File: src/rtl/game_master_fsm.sv
// Master sequencer for the VGA snake game: game state, committed travel direction,
// and the pausable, accelerating move tick that paces the snake datapath.
module game_master_fsm #(
  parameter logic [29:0] TICK_INIT   = 30'd29_999_999,
  parameter logic [29:0] TICK_STEP   = 30'd1_000_000,
  parameter logic [29:0] TICK_MIN    = 30'd4_999_999,
  parameter logic [7:0]  WIN_SCORE   = 8'h20,
  parameter logic [31:0] HOLD_CYCLES = 32'd89_999_999
) (
  input  logic       CLK,
  input  logic       RESET,
  input  logic       BTNU,
  input  logic       BTND,
  input  logic       BTNL,
  input  logic       BTNR,
  input  logic       BTNC,
  input  logic       Reached_Target,
  input  logic       Hit_wall_sig,
  input  logic       Hit_body_sig,
  input  logic       Hit_block_sig,
  input  logic [7:0] game_Score,
  output logic [1:0] MSM_State,
  output logic [1:0] Navigation_State,
  output logic       Move_Tick,
  output logic       Paused
);

  typedef enum logic [1:0] {
    IDLE = 2'b00,
    PLAY = 2'b01,
    WIN  = 2'b10,
    FAIL = 2'b11
  } msm_t;

  localparam logic [1:0] DIR_UP    = 2'b00;
  localparam logic [1:0] DIR_DOWN  = 2'b01;
  localparam logic [1:0] DIR_LEFT  = 2'b10;
  localparam logic [1:0] DIR_RIGHT = 2'b11;

  msm_t        state, state_next;
  logic [1:0]  nav, nav_next;
  logic [1:0]  pending, pending_next;
  logic        move_tick, move_tick_next;
  logic        paused, paused_next;
  logic [29:0] period, period_next;
  logic [29:0] tick_cnt, tick_cnt_next;
  logic [31:0] hold_cnt, hold_cnt_next;

  logic       dir_press;
  logic [1:0] press_dir;
  logic       hit_any;
  logic       win_reached;
  logic       tick_due;

  assign dir_press   = BTNU | BTND | BTNL | BTNR;
  assign hit_any     = Hit_wall_sig | Hit_body_sig | Hit_block_sig;
  assign win_reached = (game_Score >= WIN_SCORE);
  assign tick_due    = !paused && (tick_cnt >= period);

  // Simultaneous direction pulses resolve Up > Down > Left > Right.
  always_comb begin
    press_dir = DIR_RIGHT;
    if (BTNU)      press_dir = DIR_UP;
    else if (BTND) press_dir = DIR_DOWN;
    else if (BTNL) press_dir = DIR_LEFT;
    else if (BTNR) press_dir = DIR_RIGHT;
  end

  always_ff @(posedge CLK) begin
    if (RESET) begin
      state     <= IDLE;
      nav       <= DIR_RIGHT;
      pending   <= DIR_RIGHT;
      move_tick <= 1'b0;
      paused    <= 1'b0;
      period    <= TICK_INIT;
      tick_cnt  <= '0;
      hold_cnt  <= '0;
    end else begin
      state     <= state_next;
      nav       <= nav_next;
      pending   <= pending_next;
      move_tick <= move_tick_next;
      paused    <= paused_next;
      period    <= period_next;
      tick_cnt  <= tick_cnt_next;
      hold_cnt  <= hold_cnt_next;
    end
  end

  always_comb begin
    state_next     = state;
    nav_next       = nav;
    pending_next   = pending;
    move_tick_next = 1'b0;
    paused_next    = paused;
    period_next    = period;
    tick_cnt_next  = tick_cnt;
    hold_cnt_next  = hold_cnt;

    unique case (state)
      IDLE: begin
        tick_cnt_next = '0;
        hold_cnt_next = '0;
        paused_next   = 1'b0;
        period_next   = TICK_INIT;
        if (dir_press) begin
          state_next   = PLAY;
          nav_next     = press_dir;
          pending_next = press_dir;
        end else if (BTNC) begin
          state_next = PLAY;
        end
      end

      PLAY: begin
        if (hit_any || win_reached) begin
          state_next    = hit_any ? FAIL : WIN;
          paused_next   = 1'b0;
          period_next   = TICK_INIT;
          tick_cnt_next = '0;
          hold_cnt_next = '0;
        end else begin
          if (BTNC)
            paused_next = !paused;
          if (Reached_Target) begin
            if (period >= TICK_MIN + TICK_STEP)
              period_next = period - TICK_STEP;
            else
              period_next = TICK_MIN;
          end
          // Reversal is judged against the committed heading, so no sequence
          // of presses between ticks can fold the snake back onto itself.
          if (!paused && dir_press && (press_dir != (nav ^ 2'b01)))
            pending_next = press_dir;
          if (tick_due) begin
            move_tick_next = 1'b1;
            tick_cnt_next  = '0;
            nav_next       = pending_next;
          end else if (!paused) begin
            tick_cnt_next = tick_cnt + 30'd1;
          end
        end
      end

      WIN, FAIL: begin
        if (BTNC || (hold_cnt >= HOLD_CYCLES)) begin
          state_next    = IDLE;
          hold_cnt_next = '0;
          nav_next      = DIR_RIGHT;
          pending_next  = DIR_RIGHT;
        end else begin
          hold_cnt_next = hold_cnt + 32'd1;
        end
      end

      default: state_next = IDLE;
    endcase
  end

  always_comb begin
    MSM_State        = state;
    Navigation_State = nav;
    Move_Tick        = move_tick;
    Paused           = paused;
  end

endmodule

File: config.mk
export PLATFORM = sky130hd
export DESIGN_NAME = game_master_fsm
export DESIGN_NICKNAME = d
export VERILOG_FILES = /design/src/rtl/game_master_fsm.sv
export SDC_FILE = /design/constraint.sdc
export NUM_CORES = 1
export LEC_CHECK = 0
export BUFFER_PORTS_ARGS = -buffer_cell sky130_fd_sc_hd__buf_2
export CAP_MARGIN = 15
export CORE_AREA = 5 5 140 142
export CTS_BUF_LIST = sky130_fd_sc_hd__clkbuf_4
export DETAILED_ROUTE_END_ITERATION = 8
export DIE_AREA = 0 0 145 147
export PLACE_DENSITY_LB_ADDON = 0.15
export SLEW_MARGIN = 15
export SYNTH_ARGS = -nofsm -noshare
export SYNTH_HDL_FRONTEND = slang
export SYNTH_SLANG_ARGS = --single-unit
File: constraint.sdc
create_clock -name CLK -period 3.7 [get_ports CLK]
set_clock_uncertainty 0.2 [all_clocks]
set_input_delay 0.74 -clock CLK [delete_from_list [all_inputs] [get_ports CLK]]
set_output_delay 0.74 -clock CLK [all_outputs]
set_load 0.05 [all_outputs]
Word-level counts from Yosys, hierarchy flattened
Cells that the tools add are included.
Widths: inputs -> output; s select.
{"block": "totals", "ff_bits": 100, "inputBits": 19, "out_inout_bits": 6, "elab_cells": 83}
{"block": "op_classes", "n_eq_ne": 13, "order_cmp": 4, "bitwise_logic": 7, "n_reduce_logical": 16, "mux": 32, "n_addsub": 3}
{"op": "$mux 30", "n": 6}
{"op": "$pmux 30 s2", "n": 2}
{"op": "$pmux 32 s3", "n": 1}
{"op": "$mux 32", "n": 2}
{"op": "$add 32x1->32 const B", "n": 1}
{"op": "$ge 32x27->1 const B", "n": 1}
{"op": "$add 30x1->30 const B", "n": 1}
{"op": "$ge 30x23->1 const B", "n": 1}
{"op": "$ge 30x30->1", "n": 1}
{"op": "$sub 30x20->30 const B", "n": 1}
{"op": "$mux 2", "n": 12}
{"op": "$pmux 2 s3", "n": 3}
{"op": "$ne 2x2->1 const B", "n": 5}
{"op": "$ne 3x3->1 const B", "n": 3}
{"op": "$ge 8x6->1 const B", "n": 1}
{"op": "$reduce_and 2->1", "n": 3}
{"op": "$reduce_and 3->1", "n": 2}
{"op": "$mux 1", "n": 5}
{"op": "$or 1x1->1", "n": 5}
{"op": "$eq 2x2->1 const B", "n": 2}
{"op": "$ne 4x4->1 const B", "n": 1}
{"op": "$reduce_and 4->1", "n": 1}
{"op": "$logic_and 1x1->1", "n": 3}
{"op": "$reduce_or 3->1", "n": 1}
{"op": "9 further kinds", "n": 11}

Depth between registers and ports, before layout
Gate-level depths: netlist (run 1).
{"block": "logic_depth", "ltp_word": 9, "ltp_mapped": 11}

Worst setup path after synthesis (run 1)
Ideal clock, no wire load.
{"block": "synth_timing", "path_type": "reg-to-reg", "startpoint": "register period[27]", "endpoint": "register tick_cnt[28]", "path_stages_with_launch": 12, "setup_ns": 0.074, "path_slack_ns": 1.070, "t_arrival_ns": 2.356, "path_cell_list": "dfxtp_1 inv_1 ha_1 a21oi_2 o21ai_2 a2111oi_4 a21oi_1 a2111oi_2 buf_6 buf_12 nand2_1 a31oi_1"}
{"block": "synth_via", "elab_chain_len": 5, "elab_cells_between_ends": 7, "classes_between": "order compare (1); eq/ne (1); mux (3); reduce/logical (2)"}
{"element": "from (decl)", "line_no": "45", "text": "logic [29:0] period, period_next;"}
{"element": "from (signal assigned)", "line_no": "85", "text": "period <= period_next;"}
{"element": "$ge 30x30->1 *", "line_no": "58", "text": "assign tick_due = !paused && (tick_cnt >= period);"}
{"element": "$logic_and 1x1->1 *", "line_no": "58"}
{"element": "$mux 30", "line_no": "136", "text": "if (tick_due) begin"}
{"element": "$mux 30", "line_no": "117", "text": "if (hit_any || win_reached) begin"}
{"element": "$pmux 30 s2", "line_no": "101", "text": "unique case (state)"}
{"element": "to (signal assigned)", "line_no": "86", "text": "tick_cnt <= tick_cnt_next;"}
{"element": "to (decl)", "line_no": "46", "text": "logic [29:0] tick_cnt, tick_cnt_next;"}
Every way passes the cells marked *; elsewhere a longest branch is shown, timed or not.
A chain may end at the register's enable or synchronous reset.

Worst setup path in the final report (run 1)
{"block": "layout_timing", "startpoint": "register period[7]", "endpoint": "register tick_cnt[26]"}
The elaborated chain is that of the path after synthesis.

==> results of run 1 <==
==> cell families after synthesis <==
logic type	count (synthesis)	share of synthesized area
adders and majority gates	34	0.0797
and+or+nand+nor	268	0.240
xor gates and xnor gates	65	0.107
AOI/OAI and AO/OA	127	0.169
DFF	95	0.356
buffers and inverters	55	0.0464
muxes	1	0.00211
==> power by group <==
group          leakage (nW)  total, mW  switching (mW)  internal, mW
combinational          1.24      0.253           0.168        0.0844
sequential            0.768       1.08          0.0300          1.05
clock                0.0633      0.507           0.359         0.148
total                  2.07       1.84           0.557          1.28
==> synthesized netlist by cell type, types with 4 or more instances <==
cell type,n
a21o_1,4
a21oi_1,28
a21oi_2,6
a221o_1,4
a31oi_1,15
and3_1,11
and4_1,7
buf_2,5
clkbuf_1,7
dfxtp_1,95
ha_1,34
inv_1,38
nand2_1,59
nand2b_1,9
nand3_1,30
nand4_1,16
nor2_1,95
nor3_1,15
nor4_1,7
o211ai_1,4
o21a_1,6
o21ai_0,21
o311ai_0,4
o31ai_1,4
xnor2_1,41
xor2_1,24
==> state kept, by name, indices dropped and copies added (netlist names) <==
signal            cells
period               25
Paused                1
MSM_State             2
tick_cnt             30
pending               2
Move_Tick             1
hold_cnt             32
Navigation_State      2
==> through the flow <==
| stage | power, mW | setup slack (ns) | hold slack [ns] |
|---|---|---|---|
| floorplan | 1.28 | 1.07 | 0.238 |
| global placement | 1.35 | 0.387 | 0.260 |
| detailed placement | 1.35 | 0.352 | 0.262 |
| global route | 1.94 | 0.290 | 0.315 |
| finish | 1.84 | 0.535 | 0.287 |
| CTS | 1.87 | 0.526 | 0.290 |
==> layout make-up <==
cell class,count,area [um^2]
repair buffers,26,148
clock buffers,11,82.6
clock inverters,5,25.0
diodes,1,2.50
flip-flops and latches,95,1900
multi-input cells,495,3200
well taps,234,293
fillers,1970,12500
inverters,38,143
==> metal layers <==
metal / GRT usage / vias to the layer above / share of wire
met2: 0.194 / 70 / 0.44
met4: 0.0508 / 0 / 0.022
li1: - / 2333 / -
met5: 0 / - / 0
met1: 0.168 / 2184 / 0.50
met3: 0.0244 / 18 / 0.043
==> path summary, 6_finish.rpt <==
check,to,cells after the start
max,tick_cnt[26],10
min,hold_cnt[1],2
max reg2reg,tick_cnt[26],10
min reg2reg,hold_cnt[1],2
==> worst reg2reg max path: stages, from the launching register on <==
cell and delay (ns):
dfxtp_1 0.45, inv_1 0.12, ha_1 0.33, a21oi_1 0.16, o21ai_0 0.15, a221oi_1 0.35
o2111ai_2 0.29, a2111oi_4 0.35, buf_4 0.30, or2b_1 0.26, a31oi_1 0.15
==> summary.md, run 1 <==
| Metric | Value |
|---|---|
| Status | complete, no violations |
| Cell Count Post-Placement | roughly 890 |
| Clk_lat worst skew | 0.46 ns |
| Worst-margin pin slew | 0.834 ns |
| Final #Nets | 718 |
| Site Rows | 50 |
| Core area | 18300 um^2 |
| Startpoint types | flip-flop |
| Synthesized Nets | 698 |
| Vias in the first global route | 4543 |
| Async set-or-reset flop fraction in the synthesized netlist | 0 |
| Post-CTS Setup Repair Bufs | 0 |
| Worst r2r src | period[7] |
| Die ar. | 21300 um^2 |
| Mapped Area | 5340 um^2 |
| Share of the synthesized area in the top cell type | 0.356 |
| EDFF count, synth | 0 |
| CP Cell Sequence | inv_1 -> ha_1 -> a21oi_1 -> o21ai_0 -> a221oi_1 -> o2111ai_2 -> a2111oi_4 -> buf_4 -> or2b_1 -> a31oi_1 |
| Area post-placement | 5680 um^2 |
| R2r setup slk | 0.53 ns |
| Max incr delay on CP | 0.45 ns |
| Register area share after synthesis | 0.356 |
| # hold bufs at CTS | 0 |
| Peak supply drop | 120 uV |
| Crit-path slowest cell | dfxtp_1 |
| # clock sinks | 95 |
| Longest Clk Path Bufs | 2 |
| Total grt overflow | 0 |
| Post-route ant nets | 0 |
| CP Launch Point | period[7] |
| First-pass GRT wire length | around 22000 um |
| Post-synthesis cell count | 645 |
| Via count | 4605 |
| Share of cells above drive strength 1 | 0.0896 |
| Clk root buf | clkbuf_4 |
| Final cell count without fillers | 905 |
| DIE HEIGHT | 147 um |
| Max Clk Rate | ~0.32 GHz |
| Cell family with most CP delay | compound AO/OA/AOI/OAI gates |
| Htree depth | 3 |
| Final count of negative-setup-slack endpoints | 0 |
| Post-Route WL | approximately 13000 um |
| Final Cell Area | about 5800 um^2 |
| Worst-path fanout max | 20 |
| Slew margin rel. | 0.440 |
| Vias/cell | 5.09 |
| TritonCTS buffer count | 9 |
| Initial drt markers | 250 |
| Period utilisation layout | 0.855 |
| Drt drc | 0 |
| Final Hold Fails | 0 |
| WL/cell | 14.5 um |
| Fin crit period | 3.17 ns |
| Drt pass-1 iters | 4 |
| TritonCTS clock tree | built |
| RSZ-0062 raised after global routing | false |
| Critical path data arrival time | 3.36 ns |
| Input/output buffers | 19 |
| Area Growth Syn to Fin | 8.58% |
| Ys Warns | 0 |
| GRT Util Overall | 0.124 |
| Slew Limit Fails | 0 |
| Post-CTS resize count | 0 |
| HP Class | flip-flop to flip-flop |
| Most frequent cells in the layout | 95 x dfxtp_1, 95 x nor2_1, 59 x nand2_1 |
| Largest net degree at the start of global routing | 32 |
| Initial antenna violation count | 1 |
| Die W | 145 um |
| Total I/O pin count | 25 |
| Top post-synthesis cells by area | dfxtp_1 36%, ha_1 8.0%, xnor2_1 6.7%, nor2_1 6.7%, nand2_1 4.2% |
| CP Buf/Inv Count | 2 |
| Synth Area per Inst | between 8 and 9 um^2 |
| PwrDens | roughly 320 nW/um^2 |
| Leakage Power | 2.07 nW |
| Starting density of the core | 0.291 |
| GPL Wtd Cong | 0.787 |
| Hold path start | hold_cnt[1] |
| Critical Path End Type | flip-flop |
| Dpl hpwl | 9810 um |
| Critical path class | flip-flop to flip-flop |
| Clock slew at reported path FFs | roughly 0.15 ns |
| Post-Route Utilization | 0.316 |
| Dominant cell type by area after synthesis | dfxtp_1 |
| Req. time, crit path | 3.90 ns |
| Max-cap violations | 0 |
| Synth Register Bits | 95 |
| Fin Setup TNS | 0 ns |
| Main synth FF type | dfxtp_1 |
| Count of different cell masters after synthesis | between 50 and 60 |
No activity file was read; power rests on OpenSTA's default activity.
==> run 2: changes to the inputs <==
- ABC_CLOCK_PERIOD_IN_PS: default -> 3700
- CORE_AREA: 5 5 140 142 -> 2 2 137 139
- DIE_AREA: 0 0 145 147 -> 0 0 139 141
==> summary.md, run 2 (synthesized netlist as in run 1, its figures left out) <==
| Metric | Value |
|---|---|
| Final cell count without fillers | 909 (+0.44%) |
| Status | complete, no violations |
| # clock sinks | 95 (unchanged) |
| TritonCTS clock tree | built |
| Final #Nets | 722 (+0.56%) |
| Comb pwr share | 0.135 (-0.003) |
| Post-route ant nets | 0 (unchanged) |
| Cell Count Post-Placement | 892 (+0.45%) |
| Input/output buffers | 19 (unchanged) |
| Htree depth | 3 (unchanged) |
| Fin Setup TNS | 0 ns (unchanged) |
| CP Launch Point | period[29] |
| DIE HEIGHT | 141 um (-4.1%) |
| GPL Wtd Cong | 0.782 (-0.62%) |
| Flop pwr share | 0.572 (-0.014) |
| Max Clk Rate | 0.315 GHz (-0.14%) |
| Dpl hpwl | 9740 um (-0.76%) |
| Post-Route WL | 13100 um (+0.15%) |
| Clk root buf | clkbuf_4 |
| Critical path data arrival time | 3.40 ns (+0.04 ns) |
| WL/cell | 14.4 um (-0.30%) |
| # hold bufs at CTS | 0 (unchanged) |
| Total grt overflow | 0 (unchanged) |
| Starting density of the core | 0.292 (+0.000997) |
| Clk pwr share | 0.293 (+0.017) |
| Psw | 0.604 mW (+8.4%) |
| Initial antenna violation count | 1 (unchanged) |
| Clock slew at reported path FFs | 0.16 ns (about the same) |
| Share of cells above drive strength 1 | 0.0994 (+0.00985) |
| Clk_lat worst skew | 0.49 ns (+0.03 ns) |
| First-pass GRT wire length | 21700 um (-1.7%) |
| Final Hold Fails | 0 (unchanged) |
| Total I/O pin count | 25 (unchanged) |
| Period utilisation layout | 0.857 (+0.00120) |
| Initial drt markers | 190 (-24%) |
| Most frequent cells in the layout | 95 x dfxtp_1, 95 x nor2_1, 59 x nand2_1 |
| Worst-margin pin slew | 0.672 ns (-0.162 ns) |
| Hold WS | 0.287 ns (+0.000500 ns) |
| PwrDens | 322 nW/um^2 (+1.8%) |
| Leakage Power | 2.09 nW (+0.98%) |
| Worst-path fanout max | 20 (unchanged) |
| Switching Fraction | 0.321 (+0.0174) |
| Area Growth Syn to Fin | 9.43% |
| Vias/cell | 5.03 (-1.1%) |
| Worst r2r src | period[29] |
| Req. time, crit path | 3.93 ns (+0.03 ns) |
| Vias in the first global route | 4320 (-4.9%) |
| Drt drc | 0 (unchanged) |
| Drt pass-1 iters | 5 (+1) |
| TritonCTS buffer count | 9 (unchanged) |
| Critical Path End Type | flip-flop |
| R2r setup slk | 0.53 ns (about the same) |
| Critical path class | flip-flop to flip-flop |
| Via count | 4573 (-0.69%) |
| Most flop-heavy register | hold_cnt |
| RSZ-0062 raised after global routing | false |
| HP Class | flip-flop to flip-flop |
| Slew margin rel. | 0.548 (+0.107) |
| Largest net degree at the start of global routing | 22 (-31%) |
| Die W | 139 um (-4.1%) |
| Final count of negative-setup-slack endpoints | 0 (unchanged) |
| Startpoint types | flip-flop |
| Core area | 18300 um^2 (-0.34%) |
| Post-CTS Setup Repair Bufs | 0 (unchanged) |
| Largest register FFs | 32 (unchanged) |
| Peak supply drop | 161 uV (+34%) |
| Longest Clk Path Bufs | 2 (unchanged) |
| Post-CTS resize count | 0 (unchanged) |
| Worst Reg-to-Reg Cells | 10 (unchanged) |
| Capture point of the critical path | tick_cnt[26] |
| Fin crit period | 3.17 ns (+0.00445 ns) |
| GRT Util Overall | 0.138 (+0.0135) |
| Slew Limit Fails | 0 (unchanged) |
| FF-to-FF End | tick_cnt[26] |
| Top Registers | hold_cnt (32), tick_cnt (30), period (25) |
| Max-cap violations | 0 (unchanged) |
| Die ar. | 19600 um^2 (-8.1%) |
| Site Rows | 50 (unchanged) |
| Internal power | 1.28 mW (about the same) |
==> run 2: changes by cell type in the layout (fill, tap and decap cells not counted) <==
cell        delta
buf_4          +4
clkinv_1       -3
inv_6          +3
clkbuf_4       -2
clkinvlp_4     +2
==> run 2: routing by layer <==
layer / global-route usage / vias up / routed length, um
met4: 0.0633 / 0 / 268
met1: 0.191 / 2141 / 6810
li1: - / 2333 / -
met2: 0.209 / 82 / 5580
met3: 0.0245 / 17 / 453
met5: 0 / - / 0
==> run 2: worst min path at each step <==
stage                            start            to  slack (ns)  cells after the start
after floorplan           hold_cnt[31]  hold_cnt[31]        0.24                      2
after global placement    hold_cnt[31]  hold_cnt[31]        0.26                      2
after detailed placement  hold_cnt[31]  hold_cnt[31]        0.27                      2
after CTS                  hold_cnt[1]   hold_cnt[1]        0.29                      2
after global routing      hold_cnt[31]  hold_cnt[31]        0.33                      2
final                      hold_cnt[1]   hold_cnt[1]        0.29                      2
==> run 2: final cells by class <==
cell class                 instances  area (um^2)
multi-input combinational        495         3200
tap                              234          293
clock buffer                       9         67.6
timing repair buffer              30          178
antenna                            1         2.50
sequential                        95         1900
fill                            1894        12400
inverter                          38          143
clock inverter                     7         55.1
==> run 2: through the flow <==
stage | worst slack, ns | cell area [um^2] | power [mW] | util
2_1_floorplan | 1.07 | 5340 | 1.28 | -
3_3_place_gp | 0.515 | 5710 | 1.35 | 0.313
3_5_place_dp | 0.455 | 5710 | 1.35 | 0.313
4_1_cts | 0.525 | 5840 | 1.91 | 0.320
5_1_grt | 0.356 | 5840 | 1.98 | 0.320
6_report | 0.530 | 5840 | 1.88 | 0.320
==> run 2: critical path: stages, from the launching register on <==
cell and delay (ns):
dfxtp_1 0.41, inv_1 0.07, ha_1 0.33, a21oi_2 0.17, o21ai_2 0.10, a2111oi_4 0.44
o2111ai_2 0.31, a2111oi_4 0.36, buf_4 0.31, or2b_1 0.25, a31oi_1 0.15
==> run 2: power groups by stage <==
stage / clock, mW / sequential, mW / combinational, mW
finish: 0.552 / 1.08 / 0.254
global route: 0.616 / 1.08 / 0.281
CTS: 0.578 / 1.08 / 0.257
detailed placement: 0 / 1.10 / 0.256
global placement: 0 / 1.10 / 0.252
floorplan: 0 / 1.11 / 0.169
==> run 3: changes to the inputs <==
- ABC_AREA: default -> 1
- ABC_CLOCK_PERIOD_IN_PS: 3700 -> 3350
- CORE_AREA: 2 2 137 139 -> 2 2 149 151
- DIE_AREA: 0 0 139 141 -> 0 0 151 153
- clock period: 3.7 -> 3.35 ns (I/O delays scaled with it)
==> summary.md, run 3 <==
| Metric | Value |
|---|---|
| Status | complete, no violations |
| Overall Power | 2.10 mW (+11%) |
| Mapped Area | 6360 um^2 (+19%) |
| Worst r2r src | period[20] |
| Commonest non-fill, non-tap cell in the layout | nand2_1 |
| Htree depth | 3 (unchanged) |
| Commonest cells post-synth | 244 x nand2_1, 126 x nor2_1, 124 x inv_1, 95 x dfxtp_1, 71 x nand3_1 |
| Fillers | 2452 (+29%) |
| Die W | 151 um (+8.6%) |
| Final #Nets | 1050 (+45%) |
| Synth Area per Inst | 6.51 um^2 (-21%) |
| Drt pass-1 iters | 5 (unchanged) |
| Via count | 6016 (+32%) |
| Final Hold Fails | 0 (unchanged) |
| Top Registers | hold_cnt (32), tick_cnt (30), period (25) |
| Dominant cell type by area after synthesis | dfxtp_1 |
| Slew margin rel. | 0.655 (+0.108) |
| GRT Util Overall | 0.152 (+0.0144) |
| Period utilisation layout | 0.778 (-0.0784) |
| Ys Warns | 0 (unchanged) |
| Fin crit period | 2.61 ns (-0.562 ns) |
| Cell Count Post-Placement | 1266 (+42%) |
| Count of different cell masters after synthesis | 48 (-17%) |
| Req. time, crit path | 3.52 ns (-0.41 ns) |
| Total I/O pin count | 25 (unchanged) |
| Post-route ant nets | 0 (unchanged) |
| CP Launch Point | period[20] |
| Worst-path fanout max | 18 (-10%) |
| Core area | 21500 um^2 (+18%) |
| Input/output buffers | 19 (unchanged) |
| Hold WS | 0.259 ns (-0.0276 ns) |
| Largest register FFs | 32 (unchanged) |
| Site Rows | 54 (+8.0%) |
| Clk root buf | clkbuf_4 |
| Post-CTS Setup Repair Bufs | 0 (unchanged) |
| Final count of negative-setup-slack endpoints | 0 (unchanged) |
| TritonCTS buffer count | 9 (unchanged) |
| # hold bufs at CTS | 0 (unchanged) |
| Dpl hpwl | 12800 um (+31%) |
| Max Clk Rate | 0.384 GHz (+22%) |
| Clk pwr share | 0.310 (+0.017) |
| Cell with the most instances after synthesis | nand2_1 |
| Register area share after synthesis | 0.299 (-0.0572) |
| Area of the multi-input gates | 3830 um^2 (+20%) |
| Starting density of the core | 0.296 (+0.00371) |
| HP Class | flip-flop to flip-flop |
| Internal power | 1.46 mW (+14%) |
| RSZ-0062 raised after global routing | false |
| TritonCTS clock tree | built |
| Switching Fraction | 0.304 (-0.0167) |
| Final cell count without fillers | 1283 (+41%) |
| Critical Path End Type | flip-flop |
| Share of the synthesized area in the top cell type | 0.299 (-0.0572) |
| Post-synthesis cell count | 976 (+51%) |
| First-pass GRT wire length | 28400 um (+31%) |
| # clock sinks | 95 (unchanged) |
| Clock slew at reported path FFs | 0.15 ns (about the same) |
| Clk_lat worst skew | 0.48 ns (about the same) |
| Peak supply drop | 158 uV (-2.0%) |
| DIE HEIGHT | 153 um (+8.5%) |
| Worst-margin pin slew | 0.512 ns (-0.161 ns) |
| Post-CTS resize count | 0 (unchanged) |
| Initial antenna violation count | 1 (unchanged) |
| Most flop-heavy register | hold_cnt |
| Top post-synthesis cells by area | dfxtp_1 30%, nand2_1 14%, nor2_1 7.4%, inv_1 7.3%, ha_1 6.7% |
| Startpoint types | flip-flop |
| Vias/cell | 4.69 (-6.8%) |
| Final Cell Area | 6890 um^2 (+18%) |
| Slew Limit Fails | 0 (unchanged) |
| Most frequent cells in the layout | 244 x nand2_1, 126 x nor2_1, 124 x inv_1 |
| Total grt overflow | 0 (unchanged) |
| Critical path class | flip-flop to flip-flop |
| Seq. cell area | 1900 um^2 (unchanged) |
| Post-Route WL | 16500 um (+26%) |
| EDFF count, synth | 0 (unchanged) |
| Area post-placement | 6740 um^2 (+18%) |
| Synth Register Bits | 95 (unchanged) |
| Psw | 0.638 mW (+5.7%) |
| Largest net degree at the start of global routing | 27 (+23%) |
| Drt drc | 0 (unchanged) |
| Die ar. | 23100 um^2 (+18%) |
| Async set-or-reset flop fraction in the synthesized netlist | 0 (unchanged) |
| Share of cells above drive strength 1 | 0.0928 (-0.00659) |
| Fin Setup TNS | 0 ns (unchanged) |
| Main synth FF type | dfxtp_1 |
| PwrDens | 305 nW/um^2 (-5.5%) |
| Comb pwr share | 0.129 (-0.006) |
| Flop pwr share | 0.561 (-0.011) |
| Critical path data arrival time | 2.77 ns (-0.63 ns) |
| Area Growth Syn to Fin | 8.33% |
| Vias in the first global route | 5700 (+32%) |
| WL/cell | 12.8 um (-11%) |
| Initial drt markers | 250 (+32%) |
| GPL Wtd Cong | 0.816 (+4.4%) |
| Longest Clk Path Bufs | 2 (unchanged) |
| Max-cap violations | 0 (unchanged) |
| Leakage Power | 2.97 nW (+42%) |
| Hold path start | hold_cnt[31] |
| Synthesized Nets | 1029 (+47%) |
run 3: cell count changes in the layout (fill, tap and decap cells not counted), sizes merged, moves of 7 or more:
cell    change
and4        -7
xnor2      -37
nand2     +194
inv        +93
nand2b      -8
a21oi      +26
nand4      +14
and3        -9
a31oi       -9
xor2        -7
nand3      +45
nor2       +41
nor3       +23
run 3: cell type report:
| type | instances | share of cell area |
|---|---|---|
| multi-input combinational | 730 | 0.556 |
| clock buffer | 9 | 0.00981 |
| clock inverter | 7 | 0.0105 |
| tap | 280 | 0.0509 |
| inverter | 133 | 0.0729 |
| sequential | 95 | 0.276 |
| antenna | 1 | 0.000363 |
| timing repair buffer | 28 | 0.0236 |
run 3: cells by family (layout without fill, tap and decap cells):
logic type	after synthesis	in the layout	share of synthesized area
adder cells (fa/ha/maj)	34	34	0.0669
AND/OR/NAND/NOR	558	558	0.403
AO/OA/AOI/OAI	117	117	0.104
flip-flops	95	95	0.299
XOR/XNOR	21	21	0.0289
buffers and inverters	151	177	0.0988
other	0	1	0
run 3: power groups by stage:
stage               combinational [mW]  sequential, mW  clock, mW
floorplan                        0.184            1.22          0
global placement                 0.274            1.20          0
detailed placement               0.273            1.20          0
CTS                              0.274            1.18      0.700
global route                     0.304            1.18      0.736
finish                           0.270            1.18      0.651
run 3: per-layer routing:
layer,wire length [um],track usage
met4,221,0.0401
met2,7890,0.258
met5,0,0
met3,376,0.0254
met1,7980,0.199
run 3: metrics by stage:
stage	utilization	setup slack, ns
CTS	0.320	0.721
floorplan	-	1.15
finish	0.320	0.743
detailed placement	0.314	0.566
global route	0.320	0.483
global placement	0.314	0.554
run 3: worst max-delay path, cell delays in order, from the launching register on:
cell and delay, ns:
dfxtp_1 0.47, inv_1 0.14, ha_1 0.29, nand2_1 0.08
nor2_1 0.15, nand3_1 0.08, and2b_1 0.20, nand2_1 0.06
nand3_2 0.13, nand2_2 0.15, nand3_1 0.10, nand2_1 0.09
inv_2 0.30, nor2_1 0.07
run 3: final timing paths:
kind | slack [ns] | cells past startpoint | endpoint
max | 0.74 | 13 | tick_cnt[13]
min | 0.26 | 2 | hold_cnt[31]
max reg2reg | 0.74 | 13 | tick_cnt[13]
min reg2reg | 0.26 | 2 | hold_cnt[31]
